[src/rtl/m_cp0.sv]
// ============================================================================
// Module   : m_cp0
// Purpose  : Coprocessor 0 for the P7 MIPS pipeline, M stage. Detects
//            interrupts and exceptions, holds SR/Cause/EPC/PRId, and drives
//            the redirect signals used by the D-stage next-PC logic.
// Ports    :
//   clk        in   1   system clock, rising edge
//   reset      in   1   asynchronous active-low reset
//   A1         in   5   mfc0 read register number
//   A2         in   5   mtc0 write register number
//   DIn        in  32   mtc0 write data
//   WE         in   1   mtc0 write enable
//   VPC        in  32   PC of the instruction in M
//   BDIn       in   1   M instruction sits in a branch-delay slot
//   ExcCodeIn  in   5   exception code of the M instruction (0 = none)
//   HWInt      in   6   level-sensitive external interrupt lines
//   EXLClr     in   1   eret in M, clears SR.EXL
//   Req        out  1   take exception/interrupt this cycle (combinational)
//   EPC_out    out 32   eret return address (forwards a same-cycle mtc0 EPC)
//   DOut       out 32   mfc0 read data (combinational)
// Revision : 1.0 - initial release
// ============================================================================
`default_nettype none

module m_cp0 #(
  parameter logic [31:0] PRID = 32'h2021_0007
) (
  input  logic        clk,
  input  logic        reset,
  input  logic [4:0]  A1,
  input  logic [4:0]  A2,
  input  logic [31:0] DIn,
  input  logic        WE,
  input  logic [31:0] VPC,
  input  logic        BDIn,
  input  logic [4:0]  ExcCodeIn,
  input  logic [5:0]  HWInt,
  input  logic        EXLClr,
  output logic        Req,
  output logic [31:0] EPC_out,
  output logic [31:0] DOut
);

  localparam logic [4:0] REG_SR    = 5'd12;
  localparam logic [4:0] REG_CAUSE = 5'd13;
  localparam logic [4:0] REG_EPC   = 5'd14;
  localparam logic [4:0] REG_PRID  = 5'd15;

  // Only the implemented fields are stored; unimplemented bits read as 0.
  logic [5:0]  sr_im;
  logic        sr_exl;
  logic        sr_ie;
  logic        cause_bd;
  logic [5:0]  cause_ip;
  logic [4:0]  cause_exc;
  logic [31:0] epc;

  logic        int_req;
  logic        exc_req;
  logic        wr_sr;
  logic        wr_epc;
  logic [31:0] vpc_aligned;
  logic [31:0] epc_capture;
  logic [31:0] sr_word;
  logic [31:0] cause_word;

  // EXL blocks both sources, so no nesting while a handler is running.
  assign int_req = (|(HWInt & sr_im)) & sr_ie & ~sr_exl;
  assign exc_req = (ExcCodeIn != 5'd0) & ~sr_exl;
  assign Req     = int_req | exc_req;

  assign wr_sr  = WE & (A2 == REG_SR);
  assign wr_epc = WE & (A2 == REG_EPC);

  // A delay-slot instruction must restart at its branch, one word earlier.
  assign vpc_aligned = {VPC[31:2], 2'b00};
  assign epc_capture = BDIn ? (vpc_aligned - 32'd4) : vpc_aligned;

  assign sr_word    = {16'd0, sr_im, 8'd0, sr_exl, sr_ie};
  assign cause_word = {cause_bd, 15'd0, cause_ip, 3'd0, cause_exc, 2'd0};

  // An mtc0 EPC directly before eret must already steer the return target.
  // When Req is high the mtc0 is squashed, so no forwarding then.
  assign EPC_out = (wr_epc & ~Req) ? DIn : epc;

  always_comb begin
    DOut = 32'd0;
    case (A1)
      REG_SR:    DOut = sr_word;
      REG_CAUSE: DOut = cause_word;
      REG_EPC:   DOut = epc;
      REG_PRID:  DOut = PRID;
      default:   DOut = 32'd0;
    endcase
  end

  always_ff @(posedge clk or negedge reset) begin
    if (!reset) begin
      sr_im     <= 6'd0;
      sr_exl    <= 1'b0;
      sr_ie     <= 1'b0;
      cause_bd  <= 1'b0;
      cause_ip  <= 6'd0;
      cause_exc <= 5'd0;
      epc       <= 32'd0;
    end else begin
      // Pending lines are sampled every cycle, independent of EXL/Req.
      cause_ip <= HWInt;
      if (Req) begin
        // Entering the handler: the M instruction is squashed, so any
        // mtc0 or eret it carried is dropped. Interrupts report code 0.
        sr_exl    <= 1'b1;
        cause_exc <= int_req ? 5'd0 : ExcCodeIn;
        cause_bd  <= BDIn;
        epc       <= epc_capture;
      end else begin
        if (wr_sr) begin
          sr_im  <= DIn[15:10];
          sr_exl <= DIn[1];
          sr_ie  <= DIn[0];
        end
        // Placed after the SR write so eret wins the EXL bit.
        if (EXLClr) begin
          sr_exl <= 1'b0;
        end
        if (wr_epc) begin
          epc <= DIn;
        end
      end
    end
  end

endmodule

`default_nettype wire

[config.mk]
export PLATFORM = sky130hd
export DESIGN_NAME = m_cp0
export DESIGN_NICKNAME = d
export VERILOG_FILES = /design/src/rtl/m_cp0.sv
export SDC_FILE = /design/constraint.sdc
export NUM_CORES = 1
export LEC_CHECK = 0
export ABC_AREA = 1
export CORE_MARGIN = 8
export CORE_UTILIZATION = 48
export CTS_CLUSTER_SIZE = 30
export DETAILED_ROUTE_END_ITERATION = 10
export PLACE_DENSITY = 0.9
export RECOVER_POWER = 25
export SLEW_MARGIN = 40
export SYNTH_ARGS = -nofsm -noshare
export SYNTH_HDL_FRONTEND = slang
export SYNTH_SLANG_ARGS = --single-unit
[constraint.sdc]
create_clock -name clk -period 3.19 [get_ports clk]
set_input_delay 0.319 -clock clk [delete_from_list [all_inputs] [get_ports clk]]
set_output_delay 0.319 -clock clk [all_outputs]
set_load 0.1 [all_outputs]
==> impl_metrics.ini <==
[worst_setup_path]
crit_chain = dlygate4sd3_1 > nand2_1 > nand2_1 > inv_1 > nand2_1 > nand2_4 > nand2_8 > nor2_8 > buf_12 > nand2_1 > o21ai_1 > buf_12
cp-end-kind = output pin
startpoint = HWInt[5]
r2r_cells = 10
cp_num_cells = 12
slowest_stage = dlygate4sd3_1
slowest_delay_ns = 0.56
crit_arrival_ns = 2.57
reg2reg_from = sr_im[2]
cp_num_buf_inv = 4
critPathTopFamily = buffers and inverters
critPathRequiredTime_ns = 2.87
critPathMaxFanout = 39
crit_path_start_kind = input pin
crit_top_cell = nand2_1
critical_path_class = input pin to output pin

[floorplanning]
die_x_um = 106
dieArea_mm2 = 0.0113
num_io_pins = 155
coreArea_mm2 = 0.00805
initial_core_util_pct = 48.7
die_h_um = 106
rows = 33

[synth]
synth_nets = 709
synth_xor_area_share_pct = 0.223
yosysSeqAreaShare_pct = 33.2
synthMuxAreaShare_pct = 0
synthTopCellsByArea = dfrtp_1 (33%), nand2_1 (17%), inv_1 (9.4%), nand3_1 (8.9%), nor2_1 (8.2%)
synth-compound-area-share_pct = 11.4
synth_area_mm2 = 0.00392
yosysWarnings = 0
ys_seq_elements = 52
synthAdderAreaFrac_pct = 0.319
synth_top_flop_cell = dfrtp_1
post-synth-top-area-cell = dfrtp_1
ys_types = 28
netlist_instances = 618
synth_top_cell_area_share_pct = 33.2
syn_area_per_cell_um2 = 6.35
synth_edf_count = 0
synth-async-reset-ratio_pct = 100
synth_top_family_by_area = simple AND/OR/NAND/NOR gates
synthSimpleGateAreaFrac_pct = 42.2

[run_status]
outcome = complete, no violations

[detailed_routing]
drt_iter0_markers = 342
finalWirelength_mm = 15.0
via_count = 4704
wl_per_cell_um = 17.3
drc = 0
ant_nets = 0
viasPerCell = 5.42
dr.pass1.iters = 6

[placement]
place_area_mm2 = 0.00613
gp_congestion = 0.882
hpwl_mm = 12.3
io_buffers = 152

[sta]
fmax_mhz = 346
hold_viol_final = 0
timing.slew.headroom_pct = 13.0
fin_crit_sh_pct = 90.6
grt_setup_unrepaired = false
report.final.slew_viol_count = 0
fin_crit_ns = 2.89
clock_skew_ns = 0.0119
hold_slack_ns = 0.255
setup_viol = 0
tightest_slew_ns = 1.30

[clocking]
clockBufferDepth = 2
clkTransAtPathRegs_ns = 0.10
hold_buffers = 0
cts_tree = built
worst_skew_pair.late_latency_ns = 0.31
post_cts_buffers = 0
clockRootBuffer = clkbuf_8
ctsHtreeMaxLevel = 2
cts_buffers = 5
ctsResizeCount = 0
cts_sinks = 52

[cells_and_area]
drive_gt1_share_pct = 14.3
num_antenna_cells = 0
design_area_mm2 = 0.00625
areaGrowthSynthToFinish_pct = 59.3
fin_util_pct = 77.6
nNetsFinal = 853

[grt]
antenna_found_initial = 0
grt_pass1_vias = 4761
grt_pass1_wl_mm = 24.2
grt_use_total_pct = 26.2
grt_overflow_total = 0
grt_max_degree = 53

[power_and_ir_drop]
powerDensity_mw_per_mm2 = 874
p_sw_share_pct = 55.3
pwr-share-seq_pct = 19.9
pwr-share-comb_pct = 71.1
clkPwrFrac_pct = 8.9
p_int_mw = 2.44
total_power_mw = 5.46
p_leak_nw = 2.98
switching_power_mw = 3.02
ir_drop_mv = 0.666

[job]
drv_cap = 0

[worst_hold_path]
worstHoldPathType = input pin to asynchronous set/reset pin
-- Yosys cell counts (2+ instances only) --
cell type  count
o21bai_1       4
nand4_1       20
buf_4          4
o21ai_0       45
buf_6          2
dfrtp_1       52
nor2_2         2
nand2_1      175
buf_2          7
nand2_2       12
o21ai_2       10
o221ai_1       8
o211ai_1       2
nor3_1         2
nand3_1       70
nor2_1        86
inv_1         98
a21oi_1        4
clkbuf_1       6
-- metrics by stage --
stage                     instances  TNS [ns]  setup WS (ns)
after global placement          860         0          0.477
after detailed placement        860         0          0.348
after CTS                       868         0          0.338
after floorplan                 618     -3.30         -0.330
after global routing            868         0          0.185
final                           868         0          0.301
-- cell usage in the layout (no fill, tap or decap), types with 4 or more instances in the layout --
master / Yosys / layout
nand3_1: 70 / 70
nand4_1: 20 / 20
buf_12: 1 / 65
a21oi_1: 4 / 4
o21ai_2: 10 / 10
inv_1: 98 / 98
buf_4: 4 / 5
dfrtp_1: 52 / 52
o21ai_1: 0 / 16
nand2_2: 12 / 12
o21bai_1: 4 / 4
o21ai_0: 45 / 29
o221ai_1: 8 / 8
clkdlybuf4s50_1: 0 / 84
clkbuf_8: 0 / 6
nor2_1: 86 / 86
nand2_1: 175 / 175
-- metal layers --
metal / global-route usage [%] / routed length (um) / vias to the layer above
li1: - / - / 2253
met1: 30.3 / 5720 / 2179
met2: 47.8 / 7790 / 239
met3: 4.05 / 1020 / 33
met4: 9.05 / 483 / 0
met5: 0 / 0 / -
-- path summary, 6_finish.rpt --
check | endpoint | slack, ns
worst max-delay path | EPC_out[16] | 0.30
worst min-delay path | epc[18] | 0.26
worst max register to register | epc[6] | 0.88
worst min register to register | epc[1] | 0.49
max in group asynchronous | epc[21] | 2.11
min in group clk | cause_ip[3] | 0.48
-- state kept, by name, indices dropped and copies added (netlist names) --
name	cells
epc	32
cause_ip	6
sr_im	6
cause_exc	5
cause_bd	1
sr_exl	1
sr_ie	1
-- power groups by stage --
stage / logic (mW) / registers (mW) / clock network, mW
CTS: 3.90 / 1.08 / 0.493
floorplan: 2.51 / 1.05 / 0
detailed placement: 3.89 / 1.10 / 0
global route: 4.07 / 1.12 / 0.514
global placement: 3.80 / 1.08 / 0
finish: 3.89 / 1.09 / 0.489
-- cell families after synthesis --
kind of cell / after synthesis
DFF: 52
AOI/OAI and AO/OA: 73
xor gates and xnor gates: 1
and+or+nand+nor: 373
buffers and inverters: 118
adders and majority gates: 1
-- area by class of cell --
cell class                      instances  area [um^2]
Timing Repair Buffer                  157         2200
Multi-Input combinational cell        448         2120
Fill cell                             567         1800
Sequential cell                        52         1300
Inverter                               98          368
Tap cell                              105          131
Clock buffer                            6         82.6
Clock inverter                          2         38.8
No activity file was read; power rests on OpenSTA's default activity.
